## config.mk

```make
export PLATFORM = sky130hd
export DESIGN_NAME = cs_classify_flat
export DESIGN_NICKNAME = d
export VERILOG_FILES = /design/src/rtl/cs_classify_if.sv /design/src/rtl/cs_classify.sv /design/src/flat_wrapper.sv
export SDC_FILE = /design/constraint.sdc
export NUM_CORES = 1
export LEC_CHECK = 0
export CAP_MARGIN = 30
export CORE_ASPECT_RATIO = 1.5
export CORE_MARGIN = 2
export CORE_UTILIZATION = 55
export CTS_BUF_LIST = sky130_fd_sc_hd__clkbuf_4 sky130_fd_sc_hd__clkbuf_8
export DETAILED_ROUTE_END_ITERATION = 8
export PLACE_DENSITY = 0.86
export SLEW_MARGIN = 30
export SYNTH_ARGS = -nofsm -noshare
export SYNTH_HDL_FRONTEND = slang
export SYNTH_SLANG_ARGS = --single-unit
```

## constraint.sdc

```tcl
create_clock -name clk -period 27.1 [get_ports clk]
set_clock_uncertainty 0.1 [all_clocks]
set_input_delay 6.775 -clock clk [delete_from_list [all_inputs] [get_ports clk]]
set_output_delay 6.775 -clock clk [all_outputs]
set_load 0.005 [all_outputs]
```

## src/rtl/cs_classify_if.sv

```systemverilog
// Downstream triangle handshake (valid/ready) for cs_classify.
// Triangle3D is packed {p.x,p.y,p.z,q.x,q.y,q.z,r.x,r.y,r.z}, with p.x in the MSBs.
interface cs_classify_if #(
  parameter int COORD_W = 16
);
  logic [9*COORD_W-1:0] tri_out;
  logic [1:0]           tri_class;
  logic                 out_valid;
  logic                 out_ready;

  modport master (output tri_out, tri_class, out_valid, input out_ready);
  modport slave  (input tri_out, tri_class, out_valid, output out_ready);
endinterface

```

## src/rtl/cs_classify.sv

```systemverilog
// Pops triangles from cs_stack, classifies them against the view box as ACCEPT/CLIP/REJECT,
// forwards ACCEPT/CLIP downstream and counts REJECTs. Optional macro: CS_CLASSIFY_STATS_EN.
module cs_classify #(
  parameter int COORD_W = 16,
  parameter int CNT_W   = 16
) (
  input  logic                       clk,
  input  logic                       rst,
  input  logic                       run,
  input  logic                       stk_empty,
  input  logic [9*COORD_W-1:0]       stk_tri,
  output logic                       stk_pop,
  input  logic signed [COORD_W-1:0]  xmin,
  input  logic signed [COORD_W-1:0]  xmax,
  input  logic signed [COORD_W-1:0]  ymin,
  input  logic signed [COORD_W-1:0]  ymax,
  input  logic signed [COORD_W-1:0]  zmin,
  input  logic signed [COORD_W-1:0]  zmax,
  cs_classify_if.master              dn,
  output logic [CNT_W-1:0]           reject_cnt,
  output logic [CNT_W-1:0]           accept_cnt,
  output logic [CNT_W-1:0]           clip_cnt,
  output logic                       busy
);

  localparam int TRI_W = 9*COORD_W;
  localparam int VTX_W = 3*COORD_W;

  typedef enum logic [2:0] {
    S_IDLE, S_POP, S_CAPTURE, S_CLASSIFY, S_SEND
  } state_t;

  state_t            state_q;
  logic              pop_q, valid_q, busy_q;
  logic [TRI_W-1:0]  tri_q, tri_out_q;
  logic [1:0]        class_q;
  logic [5:0]        oc_p_q, oc_q_q, oc_r_q;
  logic [CNT_W-1:0]  rej_q;
  logic              pop_go;
  logic              handshake;

  // Outcode bits {x<xmin, x>xmax, y<ymin, y>ymax, z<zmin, z>zmax}; equality is inside.
  function automatic logic [5:0] outcode(input logic [VTX_W-1:0] v);
    logic signed [COORD_W-1:0] x, y, z;
    x = v[VTX_W-1 -: COORD_W];
    y = v[2*COORD_W-1 -: COORD_W];
    z = v[COORD_W-1:0];
    return {x < xmin, x > xmax, y < ymin, y > ymax, z < zmin, z > zmax};
  endfunction

  assign pop_go    = run & ~stk_empty;
  assign handshake = (state_q == S_SEND) & valid_q & dn.out_ready;

  always_ff @(posedge clk or posedge rst) begin
    if (rst) begin
      state_q   <= S_IDLE;
      pop_q     <= 1'b0;
      valid_q   <= 1'b0;
      busy_q    <= 1'b0;
      tri_q     <= '0;
      tri_out_q <= '0;
      class_q   <= 2'b00;
      oc_p_q    <= '0;
      oc_q_q    <= '0;
      oc_r_q    <= '0;
      rej_q     <= '0;
    end else begin
      case (state_q)
        S_IDLE: begin
          if (pop_go) begin
            state_q <= S_POP;
            pop_q   <= 1'b1;
            busy_q  <= 1'b1;
          end
        end
        S_POP: begin
          pop_q   <= 1'b0;
          state_q <= S_CAPTURE;
        end
        S_CAPTURE: begin
          tri_q   <= stk_tri;
          oc_p_q  <= outcode(stk_tri[TRI_W-1 -: VTX_W]);
          oc_q_q  <= outcode(stk_tri[2*VTX_W-1 -: VTX_W]);
          oc_r_q  <= outcode(stk_tri[VTX_W-1:0]);
          state_q <= S_CLASSIFY;
        end
        S_CLASSIFY: begin
          if (|(oc_p_q & oc_q_q & oc_r_q)) begin
            if (~&rej_q) rej_q <= rej_q + CNT_W'(1);
            state_q <= S_IDLE;
            busy_q  <= 1'b0;
          end else begin
            tri_out_q <= tri_q;
            class_q   <= (|(oc_p_q | oc_q_q | oc_r_q)) ? 2'b10 : 2'b01;
            valid_q   <= 1'b1;
            state_q   <= S_SEND;
          end
        end
        S_SEND: begin
          if (dn.out_ready) begin
            valid_q <= 1'b0;
            class_q <= 2'b00;
            if (pop_go) begin
              state_q <= S_POP;
              pop_q   <= 1'b1;
            end else begin
              state_q <= S_IDLE;
              busy_q  <= 1'b0;
            end
          end
        end
        default: begin
          state_q <= S_IDLE;
          pop_q   <= 1'b0;
          valid_q <= 1'b0;
          busy_q  <= 1'b0;
          class_q <= 2'b00;
        end
      endcase
    end
  end

  assign stk_pop      = pop_q;
  assign busy         = busy_q;
  assign reject_cnt   = rej_q;
  assign dn.tri_out   = tri_out_q;
  assign dn.tri_class = class_q;
  assign dn.out_valid = valid_q;

`ifdef CS_CLASSIFY_STATS_EN
  logic [CNT_W-1:0] acc_q, clip_q;

  always_ff @(posedge clk or posedge rst) begin
    if (rst) begin
      acc_q  <= '0;
      clip_q <= '0;
    end else if (handshake) begin
      if (class_q == 2'b01) begin
        if (~&acc_q) acc_q <= acc_q + CNT_W'(1);
      end else begin
        if (~&clip_q) clip_q <= clip_q + CNT_W'(1);
      end
    end
  end

  assign accept_cnt = acc_q;
  assign clip_cnt   = clip_q;
`else
  assign accept_cnt = '0;
  assign clip_cnt   = '0;
`endif

endmodule

```

## src/flat_wrapper.sv

```systemverilog
// flat-port wrapper written by rule: the top's interface ports become plain ports
module cs_classify_flat 
#(
  parameter int COORD_W = 16,
  parameter int CNT_W   = 16
)
  (clk, rst, run, stk_empty, stk_tri, stk_pop, xmin, xmax, ymin, ymax, zmin, zmax, reject_cnt, accept_cnt, clip_cnt, busy, dn_tri_out, dn_tri_class, dn_out_valid, dn_out_ready);
  cs_classify_if #(.COORD_W(COORD_W)) dn_i ();
  input  logic clk;
  input  logic rst;
  input  logic run;
  input  logic stk_empty;
  input  logic [9*COORD_W-1:0] stk_tri;
  output logic stk_pop;
  input  logic signed [COORD_W-1:0] xmin;
  input  logic signed [COORD_W-1:0] xmax;
  input  logic signed [COORD_W-1:0] ymin;
  input  logic signed [COORD_W-1:0] ymax;
  input  logic signed [COORD_W-1:0] zmin;
  input  logic signed [COORD_W-1:0] zmax;
  output logic [CNT_W-1:0] reject_cnt;
  output logic [CNT_W-1:0] accept_cnt;
  output logic [CNT_W-1:0] clip_cnt;
  output logic busy;
  output wire logic [$bits(dn_i.tri_out)-1:0] dn_tri_out;
  output wire logic [$bits(dn_i.tri_class)-1:0] dn_tri_class;
  output wire logic [$bits(dn_i.out_valid)-1:0] dn_out_valid;
  input wire logic [$bits(dn_i.out_ready)-1:0] dn_out_ready;
  assign dn_tri_out = dn_i.tri_out;
  assign dn_tri_class = dn_i.tri_class;
  assign dn_out_valid = dn_i.out_valid;
  assign dn_i.out_ready = dn_out_ready;
  cs_classify #(.COORD_W(COORD_W), .CNT_W(CNT_W)) u_core (.clk(clk), .rst(rst), .run(run), .stk_empty(stk_empty), .stk_tri(stk_tri), .stk_pop(stk_pop), .xmin(xmin), .xmax(xmax), .ymin(ymin), .ymax(ymax), .zmin(zmin), .zmax(zmax), .dn(dn_i), .reject_cnt(reject_cnt), .accept_cnt(accept_cnt), .clip_cnt(clip_cnt), .busy(busy));
endmodule
```

# Word-level counts from Yosys, hierarchy flattened
# Index checks and enable logic that the tools add are counted.
# totals
register_bits,330
in_bits,245
word_cells,83
# op_classes
add_sub_neg,1
order_cmp,18
n_eq_ne,9
muxes,20
n_bitwise,11
n_reduce_logical,13
# ops
cell,count
$gt 16x16->1,9
$lt 16x16->1,9
$add 16x1->16 const B,1
$reduce_and 16->1,1
$pmux 3 s5,1
$and 6x6->6,2
$or 6x6->6,2
$reduce_or 6->1,2
$mux 1,9
$mux 3,3
$eq 3x2->1 const B,2
$mux 2,3
$ne 2x2->1 const B,3
$not 1->1,6
$pmux 1 s3,2
$pmux 2 s3,1
$reduce_and 2->1,3
$reduce_and 3->1,2
$reduce_and 5->1,1
$ne 2x1->1 const B,2
$pmux 1 s4,1
$reduce_or 2->1,2
$eq 3x1->1 const B,1
$eq 3x3->1 const B,1
3 further kinds,3

# Logic depth before layout (Yosys ltp)
# depth
ltp_word,6
ltp_mapped,9
mapped_depth_nobuf,7

# Worst setup path after synthesis
# Ideal clock, no wire load.
# synth_timing
kind,input to register
from,in zmax[13]
to,reg u_core.oc_p_q[0]
arrival_ps,8265
required_time_ps,26878
path_slack_ps,18614
path_stages,7
path_buffers,0
cell_sequence,inv_1 ha_1 a21o_1 a31oi_1 o31ai_1 or4_1 a32o_1
# synth_via
elab_chain_cells,1
# synth_lines
element,line_no,text
from (decl),flat_wrapper.sv:20,input logic signed [COORD_W-1:0] zmax;
$gt 16x16->1,cs_classify.sv:48,"return {x < xmin, x > xmax, y < ymin, y > ymax, z < zmin, z > zmax};"
to (signal assigned),cs_classify.sv:82,oc_p_q <= outcode(stk_tri[TRI_W-1 -: VTX_W]);
to (decl),cs_classify.sv:37,"logic [5:0] oc_p_q, oc_q_q, oc_r_q;"
# Every way passes these cells.
# A chain may end at the register's enable or synchronous reset.

# Worst setup path in the final report
# layout_timing
from,in zmax[15]
to,reg u_core.oc_p_q[0]
# Same word-level chain as after synthesis.

==> impl_metrics.json <==
{
  "dieWidth_um": 157,
  "max-clock-path-buffers": 3,
  "hold_depth": 2,
  "clkSlewWorstSetupHoldPaths_ns": 0.06,
  "start_kind": "input pin",
  "vias": 16000,
  "drc": 0,
  "clock_latency_ns": 0.61,
  "cts_tree": "done",
  "drtIter0Drc": 866,
  "maxCapViolations": 0,
  "drive_above_1_share": 0.0659,
  "cts-hold-fix-buffers": 0,
  "min_period_ns": 8.84,
  "grt_pass1_wl_um": 88600,
  "vdd_drop_max_uv": 62.9,
  "dieArea_um2": 36700,
  "finalHoldViolCount": 0,
  "area_growth_pct": 28.9,
  "seq_area_frac_synth": 0.427,
  "rr_worst_depth": 6,
  "portBuffers": 409,
  "critPathTopFamily": "compound AO/OA/AOI/OAI gates",
  "setup_viol": 0,
  "antenna_found_initial": 1,
  "max_slew_margin": 0.415,
  "critPathArrivalTime_ns": 9.23,
  "critPathKind": "input pin to flip-flop",
  "tns_ns": 0,
  "die_h_um": 234,
  "cts_max_level": 2,
  "max_stage_delay_ns": 0.50,
  "cts_sinks": 330,
  "nFillCells": 2544,
  "rsz0062_at_grt": "no",
  "final_antenna_net_count": 0,
  "avgSynthCellArea_um2": 10.0,
  "tightestPinTransition_ns": 0.878,
  "synth_flop_cell": "dfrtp_1",
  "r2r_slack_ns": 23.86,
  "postPlaceCellArea_um2": 23700,
  "rows": 84,
  "cts_root_buf": "clkbuf_8",
  "cp.depth": 8,
  "drv_slew": 0,
  "synth_top_cell_by_area": "dfrtp_1",
  "syn_area_um2": 19300,
  "grt_max_degree": 183,
  "cp.required_ns": 27.49,
  "grt_usage": 0.311,
  "postCtsSetupRepairBufs": 0,
  "gp_congestion": 0.984,
  "final_nets": 2866,
  "start_util": 0.554,
  "crit_fanout": 4,
  "hpwl_um": 44600,
  "synthArstFlopShare": 1.00,
  "drt-vias-per-instance": 5.60,
  "grt_overflow_total": 0,
  "grt_pass1_vias": 16900,
  "min_path_type": "flip-flop to flip-flop",
  "synth_enable_flop_cells": 0,
  "cp-end-kind": "flip-flop",
  "cts_resized": 0,
  "stdcell_area_um2": 24900,
  "synth_cell_types": 56,
  "path_cells": "clkdlybuf4s50_1, inv_1, ha_1, nand4_1, nor4_1, a21boi_0, o21bai_1, a32o_1",
  "ys_warn_count": 0,
  "worst_path_max_delay_cell": "nor4_1",
  "netlist.area_leader.share": 0.427,
  "ys_ff_latch": 330,
  "dr.pass1.iters": 5,
  "wl_um": 57600,
  "io_pins": 442,
  "syn_inst": 1926,
  "coreArea_um2": 34900,
  "leakage_nw": 12.3,
  "wl_per_cell_um": 20.2,
  "numCtsBuffers": 51,
  "synth.area.top_cells": "dfrtp_1, ha_1, nand2_1",
  "max_freq_mhz": 113,
  "status": "finished clean",
  "critical_path_buf_inv_count": 2,
  "period_share": 0.326,
  "power.density_nw_per_um2": 90.5
}
[metal layers]
metal,track usage,up-vias,routed length (um)
met5,0,-,0
met1,0.334,7668,20800
li1,-,7522,-
met3,0.0540,211,3110
met4,0.180,0,3600
met2,0.571,591,30100
[cell type report]
cell class                      instances  area [um^2]  area share
Inverter                              136          523      0.0210
Antenna cell                            2         5.00    0.000201
Clock inverter                         21          245     0.00983
Tap cell                              473          592      0.0237
Timing Repair Buffer                  420         4230       0.169
Sequential cell                       330         8260       0.331
Clock buffer                           73          948      0.0380
Multi-Input combinational cell       1402        10100       0.407
[synth_stat cells, types with 6 or more instances]
library cell,n
nand2_1,461
dfrtp_1,330
ha_1,280
inv_1,136
mux2_1,100
a21oi_1,75
o21ai_0,54
mux2_2,45
nand4_1,44
a21o_1,41
buf_4,36
nor4_1,30
nand3_1,29
clkbuf_1,20
nor2_1,19
o21a_1,18
buf_2,17
nor2b_1,15
a221o_1,13
nand2b_1,12
nor3_1,12
xor2_1,12
and3_1,10
buf_6,10
o211ai_1,10
or4_1,8
a2111oi_0,7
a21boi_0,6
a31oi_1,6
and4_1,6
buf_1,6
[sequential cells by signal, indices dropped and copies added, names as in the netlist]
name,count
u_core.oc_q_q,6
u_core.busy,1
u_core.reject_cnt,16
u_core.tri_q,144
u_core.oc_r_q,6
u_core.dn.out_valid,1
u_core.oc_p_q,6
u_core.state_q,3
u_core.dn.tri_out,144
u_core.dn.tri_class,2
u_core.stk_pop,1
[through the flow]
step | cells | total power [mW] | hold WS (ns) | utilization | setup slack [ns]
6_report | 2857 | 2.26 | 0.371 | 0.715 | 18.26
5_1_grt | 2856 | 2.41 | 0.388 | 0.715 | 18.13
4_1_cts | 2853 | 2.27 | 0.373 | 0.713 | 18.35
3_5_place_dp | 2759 | 1.77 | 0.357 | 0.679 | 17.70
3_3_place_gp | 2759 | 1.73 | 0.351 | 0.679 | 17.72
2_1_floorplan | 1957 | 1.35 | 0.340 | - | 11.09
[cell families after synthesis]
| group | after synthesis | synth area share |
|---|---|---|
| other cells | 1 | 0.000194 |
| xor+xnor | 16 | 0.00724 |
| buf+inv | 225 | 0.0556 |
| mux | 145 | 0.0844 |
| compound gates | 272 | 0.0937 |
| flops | 330 | 0.427 |
| simple gates | 657 | 0.151 |
| fa+ha+maj | 280 | 0.181 |
[power by group]
group / internal [mW] / switching [mW] / leakage (nW)
combinational: 0.453 / 0.454 / 7.58
sequential: 0.726 / 0.138 / 4.10
clock: 0.275 / 0.210 / 0.635
[worst min-delay path, cell delays in order, from the launching register on]
cell and delay, ns:
dfrtp_1 0.34, nand2_1 0.05, nand2_1 0.05
[layout by cell type (no fill, tap or decap), types with 12 or more instances in the layout]
cell,Yosys,final
a21o_1,41,41
nor4_1,30,30
clkinv_2,0,13
a21oi_1,75,75
o21a_1,18,18
a221o_1,13,13
mux2_2,45,45
dfrtp_1,330,330
nor3_1,12,12
o21ai_0,54,54
inv_1,136,135
nor2_1,19,19
xor2_1,12,12
nand3_1,29,29
nand2_1,461,461
nand4_1,44,44
ha_1,280,280
clkdlybuf4s50_1,0,409
nor2b_1,15,15
clkbuf_8,0,64
mux2_1,100,100
conb_1,1,32
[final timing paths]
check	startpoint	to
min in group asynchronous	rst	u_core.tri_q[121]
worst max-delay path	zmax[15]	u_core.oc_p_q[0]
worst min register to register	u_core.tri_q[2]	u_core.tri_q[2]
max in group asynchronous	rst	u_core.dn.tri_out[40]
worst max register to register	u_core.state_q[1]	u_core.dn.tri_out[137]
worst min-delay path	u_core.tri_q[2]	u_core.tri_q[2]
(Power assumes the default switching activity.)
